[config.mk]
export PLATFORM = sky130hd
export DESIGN_NAME = spi_reg_master_flat
export DESIGN_NICKNAME = d
export VERILOG_FILES = /design/src/rtl/spi_reg_master_if.sv /design/src/rtl/spi_reg_master.sv /design/src/flat_wrapper.sv
export SDC_FILE = /design/constraint.sdc
export NUM_CORES = 1
export LEC_CHECK = 0
export ABC_CLOCK_PERIOD_IN_PS = 1850
export CAP_MARGIN = 20
export CORE_UTILIZATION = 50
export DETAILED_ROUTE_END_ITERATION = 8
export DONT_BUFFER_PORTS = 1
export HOLD_SLACK_MARGIN = 0.15
export PLACE_DENSITY = 0.74
export SKIP_CTS_REPAIR_TIMING = 1
export SYNTH_ARGS = -nofsm -noshare
export SYNTH_HDL_FRONTEND = slang
export SYNTH_SLANG_ARGS = --single-unit
[constraint.sdc]
create_clock -name clk -period 1.85 [get_ports clk]
set_clock_uncertainty 0.15 [all_clocks]
set_input_delay 0.37 -clock clk [delete_from_list [all_inputs] [get_ports clk]]
set_output_delay 0.37 -clock clk [all_outputs]
set_load 0.005 [all_outputs]
[src/rtl/spi_reg_master_if.sv]
// Request/response handshake between a register-access client and spi_reg_master.
interface spi_reg_master_if #(
    parameter int ADDR_WIDTH = 7,
    parameter int DATA_WIDTH = 8
);
    logic                  req_valid;
    logic                  req_ready;
    logic                  req_rw;
    logic [ADDR_WIDTH-1:0] req_addr;
    logic [DATA_WIDTH-1:0] req_wdata;
    logic                  rsp_valid;
    logic [DATA_WIDTH-1:0] rsp_rdata;

    modport master (
        output req_valid, req_rw, req_addr, req_wdata,
        input  req_ready, rsp_valid, rsp_rdata
    );

    modport slave (
        input  req_valid, req_rw, req_addr, req_wdata,
        output req_ready, rsp_valid, rsp_rdata
    );
endinterface

[src/rtl/spi_reg_master.sv]
// SPI initiator issuing single {inst, addr, data} register frames, MSB-first.
// Optional: SPI_REG_MASTER_MISO_SYNC_EN adds a 2-flop synchroniser on miso_i.
module spi_reg_master #(
    parameter int CLK_DIV    = 4,
    parameter int INST_WIDTH = 1,
    parameter int ADDR_WIDTH = 7,
    parameter int DATA_WIDTH = 8,
    parameter int CS_GAP     = 8
) (
    input  logic                clk,
    input  logic                rst_n,
    spi_reg_master_if.slave     bus,
    output logic                sck_o,
    output logic                mosi_o,
    output logic                cs_n_o,
    input  logic                miso_i
);
    localparam int FRAME  = INST_WIDTH + ADDR_WIDTH + DATA_WIDTH;
    localparam int DIV_W  = $clog2(CLK_DIV);
    localparam int EDGE_W = $clog2(2 * FRAME + 1);
    localparam int GAP_W  = $clog2(CS_GAP + 1);

    typedef enum logic [2:0] {IDLE, SETUP, XFER, HOLD, GAP} state_t;

    state_t                state;
    logic [DIV_W-1:0]      div;
    logic [EDGE_W-1:0]     edges;
    logic [GAP_W-1:0]      gap;
    logic [FRAME-2:0]      tx;
    logic [DATA_WIDTH-1:0] rx;
    logic                  ready;
    logic                  rsp_valid;
    logic [DATA_WIDTH-1:0] rsp_rdata;
    logic [FRAME-1:0]      frame_in;
    logic                  miso_smp;
    logic                  tick;

    if (CLK_DIV < 2) begin : g_div_min
        $error("spi_reg_master: CLK_DIV must be >= 2");
    end

`ifdef SPI_REG_MASTER_MISO_SYNC_EN
    logic [1:0] miso_sync;

    if (CLK_DIV < 3) begin : g_div_sync
        $error("spi_reg_master: CLK_DIV must be >= 3 with the miso synchroniser");
    end

    always_ff @(posedge clk) begin
        if (!rst_n) miso_sync <= '0;
        else        miso_sync <= {miso_sync[0], miso_i};
    end
    assign miso_smp = miso_sync[1];
`else
    assign miso_smp = miso_i;
`endif

    assign frame_in      = {INST_WIDTH'(bus.req_rw), bus.req_addr, bus.req_wdata};
    assign tick          = (div == DIV_W'(CLK_DIV - 1));
    assign bus.req_ready = ready;
    assign bus.rsp_valid = rsp_valid;
    assign bus.rsp_rdata = rsp_rdata;

    always_ff @(posedge clk) begin
        if (!rst_n) begin
            state     <= IDLE;
            div       <= '0;
            edges     <= '0;
            gap       <= '0;
            tx        <= '0;
            rx        <= '0;
            ready     <= 1'b0;
            rsp_valid <= 1'b0;
            rsp_rdata <= '0;
            sck_o     <= 1'b0;
            mosi_o    <= 1'b0;
            cs_n_o    <= 1'b1;
        end else begin
            rsp_valid <= 1'b0;
            div       <= (state == IDLE || tick) ? '0 : div + 1'b1;
            case (state)
                IDLE: begin
                    ready <= 1'b1;
                    if (bus.req_valid && ready) begin
                        // MSB goes straight to mosi_o; tx keeps only the bits still to send
                        tx     <= frame_in[FRAME-2:0];
                        mosi_o <= frame_in[FRAME-1];
                        cs_n_o <= 1'b0;
                        ready  <= 1'b0;
                        edges  <= '0;
                        state  <= SETUP;
                    end
                end
                SETUP: begin
                    if (tick) begin
                        sck_o <= 1'b1;
                        rx    <= {rx[DATA_WIDTH-2:0], miso_smp};
                        edges <= EDGE_W'(1);
                        state <= XFER;
                    end
                end
                XFER: begin
                    if (tick) begin
                        sck_o <= ~sck_o;
                        edges <= edges + 1'b1;
                        if (!sck_o) begin
                            rx <= {rx[DATA_WIDTH-2:0], miso_smp};
                        end else if (edges == EDGE_W'(2 * FRAME - 1)) begin
                            state <= HOLD;
                        end else begin
                            mosi_o <= tx[FRAME-2];
                            tx     <= {tx[FRAME-3:0], 1'b0};
                        end
                    end
                end
                HOLD: begin
                    if (tick) begin
                        cs_n_o    <= 1'b1;
                        mosi_o    <= 1'b0;
                        rsp_valid <= 1'b1;
                        rsp_rdata <= rx;
                        gap       <= '0;
                        state     <= GAP;
                    end
                end
                GAP: begin
                    gap <= gap + 1'b1;
                    if (gap == GAP_W'(CS_GAP - 1)) begin
                        ready <= 1'b1;
                        state <= IDLE;
                    end
                end
                default: state <= IDLE;
            endcase
        end
    end
endmodule

[src/flat_wrapper.sv]
// flat-port wrapper written by rule: the top's interface ports become plain ports
module spi_reg_master_flat 
#(
    parameter int CLK_DIV    = 4,
    parameter int INST_WIDTH = 1,
    parameter int ADDR_WIDTH = 7,
    parameter int DATA_WIDTH = 8,
    parameter int CS_GAP     = 8
)
  (clk, rst_n, sck_o, mosi_o, cs_n_o, miso_i, bus_req_valid, bus_req_rw, bus_req_addr, bus_req_wdata, bus_req_ready, bus_rsp_valid, bus_rsp_rdata);
  spi_reg_master_if #(.ADDR_WIDTH(ADDR_WIDTH), .DATA_WIDTH(DATA_WIDTH)) bus_i ();
  input  logic clk;
  input  logic rst_n;
  output logic sck_o;
  output logic mosi_o;
  output logic cs_n_o;
  input  logic miso_i;
  input wire logic [$bits(bus_i.req_valid)-1:0] bus_req_valid;
  input wire logic [$bits(bus_i.req_rw)-1:0] bus_req_rw;
  input wire logic [$bits(bus_i.req_addr)-1:0] bus_req_addr;
  input wire logic [$bits(bus_i.req_wdata)-1:0] bus_req_wdata;
  output wire logic [$bits(bus_i.req_ready)-1:0] bus_req_ready;
  output wire logic [$bits(bus_i.rsp_valid)-1:0] bus_rsp_valid;
  output wire logic [$bits(bus_i.rsp_rdata)-1:0] bus_rsp_rdata;
  assign bus_i.req_valid = bus_req_valid;
  assign bus_i.req_rw = bus_req_rw;
  assign bus_i.req_addr = bus_req_addr;
  assign bus_i.req_wdata = bus_req_wdata;
  assign bus_req_ready = bus_i.req_ready;
  assign bus_rsp_valid = bus_i.rsp_valid;
  assign bus_rsp_rdata = bus_i.rsp_rdata;
  spi_reg_master #(.CLK_DIV(CLK_DIV), .INST_WIDTH(INST_WIDTH), .ADDR_WIDTH(ADDR_WIDTH), .DATA_WIDTH(DATA_WIDTH), .CS_GAP(CS_GAP)) u_core (.clk(clk), .rst_n(rst_n), .bus(bus_i), .sck_o(sck_o), .mosi_o(mosi_o), .cs_n_o(cs_n_o), .miso_i(miso_i));
endmodule
==> flow_summary.toml <==
[clock_tree]
cts_buffers = 5
cts_root_buf = "clkbuf_8"
clk_pin_slew_worst_paths_ns = 0.09
cts_tree = "built"
clock-sinks = 51
clk_latency_ns = 0.31
htreeDepth = 2
clk_path_buf_depth = 2

[floorplanning]
num_io_pins = 33
rows = 24
die_h_um = 71.3
start_util_pct = 53.6
die_area_um2 = 5080
placeableCoreArea_um2 = 4470
dieWidth_um = 71.3

[sta]
holdWs_ns = 0.153
maxSlewViolCount = 0
worstMarginPinSlew_ns = 0.514
hold_viol_final = 0
period_share_pct = 95.9
period_minus_slack_ns = 1.77
setup_viol = 0
rsz0062_at_grt = "no"
fmax_mhz = 564
fin_setup_tns_ns = 0
relSlewSlack_pct = 65.7

[run]
cap_violations = 0

[detailed_routing]
drt-pass1-iter-count = 6
wl_per_cell_um = 15.6
postRouteAntennaNets = 0
drc = 1
vias = 1868
wirelength_um = 4990
first_iter_violations = 118
viasPerCell = 5.82

[outcome]
violations = "DRC"
status = "finished with violations"

[critical_path]
crit_family = "compound AO/OA/AOI/OAI gates"
critPathArrivalTime_ns = 1.83
timing.rr.end = "u_core.tx[7]"
critPathKind = "reg2reg"
max_stage_delay_ns = 0.42
reg2reg_from = "u_core.edges[1]"
path_buf_inv = 0
end_kind = "register"
worst-r2r-setup-slack_ns = 0.08
path_max_fanout = 14
worst-path-stages = 5
cp_data_required_time_ns = 1.91
slowest_stage = "o32a_4"
path_cells = "ha_1 > nand2_2 > o32a_4 > and2_4 > o211a_1"
critPathLaunchType = "register"
reg2regPathDepth = 5

[hold_path]
hold_class = "in2reg"
min_to = "u_core.mosi_o"
whs_path_depth = 2
worstHoldStart = "bus_req_rw"

[synthesis]
async_reset_ff_share_pct = 0
synth_area_um2 = 2400
ys_seq_elements = 51
syn_area_per_cell_um2 = 9.48
synth_edf_count = 0
yosysUniqueCellTypes = 47
synth_top_cell_by_area = "dfxtp_1"
synthCells = 253
yosysSeqAreaShare_pct = 42.6
synth.top_cell.area_share_pct = 42.6
synth_flop_cell = "dfxtp_1"
synth.most_common_cell = "dfxtp_1"
synthTopCellsByArea = "dfxtp_1 43%, mux2i_1 10%, a21oi_1 4.6%, nand2_1 4.5%, o211a_1 3.8%"
synth_nets = 276
yosysWarnings = 0
synthTopCellsByCount = "51 x dfxtp_1, 29 x nand2_1, 24 x mux2i_1"

[placement]
portBuffers = 0
gp_congestion = 0.788
dp_hpwl_um = 3520

[final_layout]
nets = 291
multi_input_area_um2 = 1260
n_fill_cell = 378
area_delta_synth_final_pct = 11.3
seq_area_um2 = 1020
insertedDiodeCount = 0
drive_above_1_share_pct = 17.1

[power]
powerDensity_nw_per_um2 = 754
leakagePower_nw = 1.07
peakVddDrop_uv = 580

[grt]
antenna_found_initial = 0
grt_usage_pct = 21.0
grt_pass1_vias = 1754
gr-total-overflow = 0
grt_max_degree = 21
grt_pass1_wl_um = 8290
[registers in the layout, summed over array words and instances (netlist names)]
signal,cells
u_core.bus.req_ready,1
u_core.bus.rsp_rdata,8
u_core.bus.rsp_valid,1
u_core.cs_n_o,1
u_core.div,2
u_core.edges,6
u_core.gap,4
u_core.mosi_o,1
u_core.rx,8
u_core.sck_o,1
u_core.state,3
u_core.tx,15
[worst max path at each step]
| stage | startpoint | slack, ns | to |
|---|---|---|---|
| final | u_core.edges[1] | 0.08 | u_core.tx[7] |
| after global routing | u_core.edges[1] | 0.03 | u_core.tx[7] |
| after CTS | u_core.edges[0] | 0.06 | u_core.tx[7] |
| after detailed placement | u_core.edges[0] | 0.07 | u_core.tx[7] |
| after global placement | u_core.state[1] | 0.09 | u_core.edges[0] |
| after floorplan | u_core.edges[0] | 0.06 | u_core.tx[10] |
[final cells by class]
class                   instances  share of cell area, %
well taps                      52                   2.44
clock inverters                 1                  0.328
multi-input cells             180                   47.2
flip-flops and latches         51                   38.4
inverters                       5                  0.703
repair buffers                 25                   7.69
clock buffers                   7                   3.23
[where the power goes]
group          leakage, nW  internal, mW  switching [mW]  total (mW)
combinational        0.608        0.0813          0.0903       0.172
sequential           0.415          1.14          0.0323        1.17
clock               0.0484         0.307           0.365       0.672
[layout by cell type, fill, tap and decap left out, types with 2 or more instances in the layout]
cell,synthesis,routed
nor2b_1,2,2
a41oi_1,3,3
nor3b_2,2,2
o211a_1,9,9
dfxtp_2,0,3
a211oi_2,7,7
nor3_1,4,4
buf_4,5,18
nor2_1,16,15
nand2b_1,6,6
clkbuf_8,0,6
nand3_1,14,14
o21ai_0,8,8
a311oi_1,2,2
inv_1,4,4
mux2i_1,24,24
dlygate4sd3_1,0,7
a21oi_1,22,22
nand2_1,29,29
o211ai_1,2,2
dfxtp_1,51,48
a31oi_1,4,4
ha_1,3,2
[per-stage QoR]
stage	setup slack (ns)	utilization, %	power [mW]	std cells	area, um^2
floorplan	0.0644	-	1.31	253	2400
finish	0.0767	59.7	2.01	321	2670
CTS	0.0572	57.9	2.01	314	2590
global placement	0.0923	55.8	1.34	306	2500
detailed placement	0.0658	55.8	1.35	306	2500
global route	0.0281	59.7	2.10	321	2670
[layer usage]
layer / track usage [%] / share of wire, % / vias to the layer above
met1: 26.1 / 46 / 880
met2: 33.8 / 48 / 34
met4: 9.78 / 2.0 / 0
met3: 6.19 / 4.4 / 8
met5: 0 / 0 / -
li1: - / - / 946
[kinds of logic after synthesis]
family / synth area share, %
mux: 10.0
compound gates: 21.6
fa+ha+maj: 1.57
xor+xnor: 0.730
simple gates: 18.5
flops: 42.6
buf+inv: 5.06
[worst reg2reg max path, stage by stage, from the launching register on]
cell     delay (ns)
dfxtp_1        0.37
ha_1           0.20
nand2_2        0.07
o32a_4         0.42
and2_4         0.24
o211a_1        0.22
No activity file was read; power rests on OpenSTA's default activity.
